--- src/rtl/octal_line_decoder.sv ---
`default_nettype none
// +----------------------------------------------------------------------------+
// | Module   : octal_line_decoder                                              |
// | Purpose  : 3-bit code stream -> timed one-hot 8-line select pulses with a  |
// |            2-entry input buffer, DWELL drive cycles and GAP blank cycles.  |
// | Options  : PARITY_CHECK_EN adds in_par (even parity) and par_err.          |
// | Revision : 1.0  initial release                                            |
// +----------------------------------------------------------------------------+
module octal_line_decoder #(
    parameter int DWELL = 4,
    parameter int GAP   = 1,
    parameter int CNT_W = 16
) (
    input  logic             clk,
    input  logic             rst,
    input  logic             in_valid,
    output logic             in_ready,
    input  logic [2:0]       in_code,
`ifdef PARITY_CHECK_EN
    input  logic             in_par,
    output logic             par_err,
`endif
    output logic [7:0]       out_onehot,
    output logic             out_active,
    output logic             done,
    output logic             busy,
    output logic [CNT_W-1:0] dec_count
);

    localparam int              c_TMAX       = (DWELL > GAP) ? DWELL : GAP;
    localparam int              c_TW         = (c_TMAX < 2) ? 1 : $clog2(c_TMAX);
    localparam logic [c_TW-1:0] c_DWELL_LOAD = c_TW'(DWELL - 1);
    localparam logic [c_TW-1:0] c_GAP_LOAD   = c_TW'((GAP > 0) ? GAP - 1 : 0);
    localparam bit              c_HAS_GAP    = (GAP > 0);

    localparam logic [1:0] c_ST_IDLE  = 2'd0;
    localparam logic [1:0] c_ST_DRIVE = 2'd1;
    localparam logic [1:0] c_ST_GAP   = 2'd2;

    // ---------------------------------------------------------------- buffer
    logic [2:0]       r_mem [2];
    logic             r_wr_ptr;
    logic             r_rd_ptr;
    logic [1:0]       r_fifo_cnt;
    logic             w_fifo_empty;
    logic             w_accept;
    logic             w_push;
    logic             w_pop;
    logic [2:0]       w_head;

    // ---------------------------------------------------------------- sequencer
    logic [1:0]       r_state;
    logic [1:0]       w_state_nxt;
    logic [c_TW-1:0]  r_tmr;
    logic [c_TW-1:0]  w_tmr_nxt;
    logic [2:0]       r_code;
    logic [2:0]       w_code_nxt;
    logic             r_done;
    logic             w_done_nxt;
    logic [CNT_W-1:0] r_dec_cnt;

    assign in_ready     = !rst && (r_fifo_cnt < 2'd2);
    assign w_accept     = in_valid && in_ready;
    assign w_fifo_empty = (r_fifo_cnt == 2'd0);
    assign w_head       = r_mem[r_rd_ptr];

`ifdef PARITY_CHECK_EN
    logic w_par_ok;
    logic r_par_err;

    // A handshake with bad parity is consumed but never reaches the buffer.
    assign w_par_ok = (in_par == ^in_code);
    assign w_push   = w_accept && w_par_ok;
    assign par_err  = r_par_err;

    always_ff @(posedge clk or posedge rst) begin
        if (rst) begin
            r_par_err <= 1'b0;
        end else begin
            r_par_err <= w_accept && !w_par_ok;
        end
    end
`else
    assign w_push = w_accept;
`endif

    always_ff @(posedge clk or posedge rst) begin
        if (rst) begin
            r_mem[0]   <= 3'd0;
            r_mem[1]   <= 3'd0;
            r_wr_ptr   <= 1'b0;
            r_rd_ptr   <= 1'b0;
            r_fifo_cnt <= 2'd0;
        end else begin
            if (w_push) begin
                r_mem[r_wr_ptr] <= in_code;
                r_wr_ptr        <= ~r_wr_ptr;
            end
            if (w_pop) begin
                r_rd_ptr <= ~r_rd_ptr;
            end
            case ({w_push, w_pop})
                2'b10:   r_fifo_cnt <= r_fifo_cnt + 2'd1;
                2'b01:   r_fifo_cnt <= r_fifo_cnt - 2'd1;
                default: r_fifo_cnt <= r_fifo_cnt;
            endcase
        end
    end

    always_comb begin
        w_state_nxt = r_state;
        w_tmr_nxt   = r_tmr;
        w_code_nxt  = r_code;
        w_done_nxt  = 1'b0;
        w_pop       = 1'b0;
        case (r_state)
            c_ST_IDLE: begin
                w_pop = !w_fifo_empty;
            end
            c_ST_DRIVE: begin
                if (r_tmr == '0) begin
                    w_done_nxt = 1'b1;
                    if (c_HAS_GAP) begin
                        w_tmr_nxt   = c_GAP_LOAD;
                        w_state_nxt = c_ST_GAP;
                    end else if (!w_fifo_empty) begin
                        w_pop = 1'b1;
                    end else begin
                        w_state_nxt = c_ST_IDLE;
                    end
                end else begin
                    w_tmr_nxt = r_tmr - 1'b1;
                end
            end
            c_ST_GAP: begin
                if (r_tmr == '0) begin
                    if (!w_fifo_empty) begin
                        w_pop = 1'b1;
                    end else begin
                        w_state_nxt = c_ST_IDLE;
                    end
                end else begin
                    w_tmr_nxt = r_tmr - 1'b1;
                end
            end
            default: begin
                w_state_nxt = c_ST_IDLE;
            end
        endcase
        // Every pop starts a fresh DWELL window, whichever state it came from.
        if (w_pop) begin
            w_state_nxt = c_ST_DRIVE;
            w_code_nxt  = w_head;
            w_tmr_nxt   = c_DWELL_LOAD;
        end
    end

    always_ff @(posedge clk or posedge rst) begin
        if (rst) begin
            r_state   <= c_ST_IDLE;
            r_tmr     <= '0;
            r_code    <= 3'd0;
            r_done    <= 1'b0;
            r_dec_cnt <= '0;
        end else begin
            r_state <= w_state_nxt;
            r_tmr   <= w_tmr_nxt;
            r_code  <= w_code_nxt;
            r_done  <= w_done_nxt;
            if (w_pop) begin
                r_dec_cnt <= r_dec_cnt + 1'b1;
            end
        end
    end

    assign out_active = (r_state == c_ST_DRIVE);
    assign out_onehot = out_active ? (8'd1 << r_code) : 8'd0;
    assign done       = r_done;
    assign busy       = (r_state != c_ST_IDLE) || !w_fifo_empty;
    assign dec_count  = r_dec_cnt;

endmodule
`default_nettype wire

--- config.mk ---
export PLATFORM = sky130hd
export DESIGN_NAME = octal_line_decoder
export DESIGN_NICKNAME = d
export VERILOG_FILES = /design/src/rtl/octal_line_decoder.sv
export SDC_FILE = /design/constraint.sdc
export NUM_CORES = 1
export LEC_CHECK = 0
export CAP_MARGIN = 25
export CORE_MARGIN = 8
export CORE_UTILIZATION = 61
export CTS_BUF_LIST = sky130_fd_sc_hd__clkbuf_16
export DETAILED_ROUTE_END_ITERATION = 12
export DONT_BUFFER_PORTS = 1
export PLACE_DENSITY = 0.87
export SYNTH_ARGS = -nofsm -noshare
export SYNTH_HDL_FRONTEND = slang
export SYNTH_SLANG_ARGS = --single-unit
--- constraint.sdc ---
create_clock -name clk -period 2.16 [get_ports clk]
set_input_delay 0.216 -clock clk [delete_from_list [all_inputs] [get_ports clk]]
set_output_delay 0.216 -clock clk [all_outputs]
set_load 0.03 [all_outputs]
==> flow_metrics.py, run 1 <==
metrics = {
    "route": {
        "via_to_cell_ratio": 5.739,
        "drt.antenna.violating_nets": 0,
        "wire_per_inst_um": 17.09,
        "route.final.wire_length_um": 3213,
        "drt_iter0_drc": 35,
        "post-route-drc-count": 0,
        "dr_total_vias": 1079,
        "dr.pass1.iters": 4,
    },
    "setup_path": {
        "r2r_slack_ns": 0.38,
        "worstSetupStartpointType": "flip-flop",
        "crit_end_element": "output pin",
        "critical-path-slowest-cell": "or3_1",
        "rr_worst_depth": 4,
        "timing_worst_setup_path_type": "flip-flop to output pin",
        "worst-endpoint-required_ns": 1.94,
        "max_incr_delay_on_cp_ns": 0.47,
        "timing.critical_path.cells": "o21bai_1 > or2_1 > inv_2 > or3_1",
        "path_max_fanout": 7,
        "worstPathArrival_ns": 1.75,
    },
    "floorplan": {
        "effective_utilization_at_floorplan_pct": 63.14,
        "number_of_top_level_design_ports": 34,
        "fp.dieW_um": 65.94,
        "floorplan_die_height_um": 65.94,
        "die_area_um2": 4348,
        "placeableCoreArea_um2": 2410,
        "rows": 18,
    },
    "timing": {
        "finalSetupTns_ns": 0,
        "final_critical_path_share_of_the_clock_period_pct": 91.01,
        "timing_worst_slew_pin_value_ns": 0.5858,
        "worst_slew_margin_rel_pct": 60.80,
        "final-max-slew-violation-count": 0,
        "rsz0062_at_grt": "false",
        "finalWorstSetupSlack_ns": 0.1942,
        "hold_slack_ns": 0.09033,
        "finalSetupViolations": 0,
        "period_needed_ns": 1.966,
        "timing.clock.skew_ns": 0.002938,
        "max_freq_ghz": 0.5087,
        "timing.final.hold_violations": 0,
    },
    "grt": {
        "grt_max_degree": 35,
        "groute.usage.overall_pct": 16.87,
        "antenna_found_initial": 0,
        "grt_remaining_overflow": 0,
        "grt_pass1_vias": 1128,
        "grt_first_pass_wirelength_um": 5540,
    },
    "final_layout": {
        "drive_above_1_share_pct": 18.35,
        "syn_to_final_growth_pct": 17.68,
        "post-route-cell-area_um2": 1790,
        "finish.net_count": 165,
        "antennaDiodeCount": 0,
        "layout.core_utilization_pct": 74.30,
    },
    "pwr": {
        "seq_power_share_pct": 38.4,
        "netSwitchingPower_mw": 1.169,
        "internal_power_mw": 1.718,
        "switching_share_of_power_pct": 40.50,
        "comb_power_share_pct": 38.7,
        "clockPowerShare_pct": 22.9,
        "cellLeakagePower_nw": 0.8343,
        "powerDensity_nw_per_um2": 1612,
        "peak_vdd_ir_uv": 1233,
    },
    "place": {
        "place.port_buffers": 0,
        "placement.cell_area_um2": 1644,
        "dp.final_hpwl_um": 2299,
        "place_worst_setup_slack_ns": 0.3861,
        "globalplace.congestion": 0.8465,
    },
    "worst_hold_path": {
        "worstHoldPathCells": 1,
        "hold_crit_path_type": "input port to flip-flop",
    },
    "clocking": {
        "cts_made_buffers": 5,
        "hold_bufs_inserted_after_cts": 1,
        "cts.path.max_buffers": 2,
        "post_cts.resized_instances": 0,
        "clock_pin_slew_on_the_worst_setup_and_hold_paths_ns": 0.05,
        "cts_sinks": 34,
        "cts_tree": "yes",
        "ctsHtreeMaxLevel": 2,
        "clk_root_buffer_cell": "clkbuf_16",
        "postCtsSetupBuffers": 0,
        "clock_latency_ns": 0.28,
    },
    "logic_synthesis": {
        "synth.yosys.seq_area_share_pct": 55.92,
        "post_synth_mux_area_share_pct": 6.414,
        "netlist_area_um2": 1521,
        "postSynthRegisterBits": 34,
        "synthDominantCellAreaShare_pct": 55.92,
        "dominant_combinational_cell_family_by_area_after_synthesis": "simple AND/OR/NAND/NOR gates",
        "synth_common_cells": "dfrtp_1, nand2_1, xnor2_1",
        "synth_cell_type_count": 29,
        "synth.net_count": 147,
        "synth.largest_area_cell": "dfrtp_1",
        "share_of_the_synthesized_area_in_compound_gates_ao_oa_aoi_oai_pct": 3.865,
        "synth-edff-count": 0,
        "synth_adder_area_share_pct": 1.645,
        "yosysWarningCount": 0,
        "post-synth-top-count-cell": "dfrtp_1",
        "syn_avg_cell_area_um2": 10.95,
        "async_flop_share_pct": 100.0,
        "netlist_top_cells_area": "dfrtp_1, xnor2_1, mux2_2",
        "synth_cells": 139,
        "synthSimpleGateAreaFrac_pct": 18.26,
        "synth-xor-area-share_pct": 12.09,
        "yosys_most_used_dff": "dfrtp_1",
    },
    "flow_run": {
        "cap_viol_max_count": 0,
    },
    "outcome": {
        "status": "completed",
    },
}
## cells in the final DEF (no fill, tap or decap)
cell type      count
clkinv_1           3
or2_1              1
dlygate4sd3_1      1
dfrtp_1           34
clkbuf_16          5
nor3b_1            1
nand2_1           16
mux2_2             6
inv_2              1
a21o_2             1
xor2_1             5
o21bai_1           1
nand3_1            4
o21a_1             1
o21ai_0            5
and3_1             3
xnor2_1           16
buf_4             13
nand4_1            6
nor4_1             2
or4_4              1
or2_2              1
a211o_2            1
nor2_1            14
inv_1              3
ha_1               2
nor3_1             4
mux2i_1            3
or3_1              1
nand2b_1           3
## critical path, delay by kind of cell (launching register included)
kind	cells	cell delay (ns)
simple gates	2	0.66
buf+inv	1	0.08
flops	1	0.41
compound gates	1	0.31
## area by class of cell
class,count,area [um^2]
clock buffer,5,125.1
clock inverter,3,11.26
fill,149,619.3
inverter,4,15.01
multi-input combinational,98,643.1
sequential,34,850.8
tap,30,37.54
timing repair buffer,14,107.6
## power by group through the flow
| stage | clock network, mW | registers (mW) | logic [mW] |
|---|---|---|---|
| after floorplan | 0 | 1.14 | 0.782 |
| after detailed placement | 0 | 1.11 | 1.10 |
| after global routing | 0.703 | 1.14 | 1.23 |
| after CTS | 0.673 | 1.11 | 1.13 |
| final | 0.660 | 1.11 | 1.12 |
| after global placement | 0 | 1.09 | 1.05 |
## registers in the layout, indices dropped and copies added, names as in the netlist
register	cells
r_rd_ptr	1
dec_count	16
r_fifo_cnt	2
done	1
r_code	3
r_wr_ptr	1
r_state	2
r_tmr	2
r_mem	6
## kinds of logic (layout without fill, tap and decap cells)
| family | Yosys count | count (layout) |
|---|---|---|
| AND/OR/NAND/NOR | 57 | 57 |
| flip-flops | 34 | 34 |
| XOR/XNOR | 21 | 21 |
| AO/OA/AOI/OAI | 9 | 9 |
| multiplexers | 9 | 9 |
| buffers and inverters | 7 | 26 |
| adder cells (fa/ha/maj) | 2 | 2 |
## final timing paths
| check | start | to |
|---|---|---|
| max reg2reg | dec_count[6] | dec_count[12] |
| max | r_fifo_cnt[0] | busy |
| min reg2reg | r_mem[3] | r_mem[3] |
| min in group asynchronous | rst | dec_count[6] |
| max in group asynchronous | rst | dec_count[5] |
| min | in_code[0] | r_mem[3] |
## layer usage
metal | GRT usage [%] | up-vias | part of all wire (%)
met1 | 19.44 | 531 | 40
li1 | - | 507 | -
met4 | 6.400 | 0 | 1.5
met3 | 7.288 | 7 | 7.8
met2 | 27.16 | 34 | 51
met5 | 0 | - | 0
## stage by stage
stage,power (mW),cells
after floorplan,1.918,139
after global placement,2.138,179
after detailed placement,2.213,179
after CTS,2.906,188
after global routing,3.071,188
final,2.887,188
(Power assumes the default switching activity.)
==> inputs of run 2 (changes only) <==
- SLEW_MARGIN: default -> 20
==> results of run 2 <==
The final DEF is identical to that of run 1; final timing and power are the same.
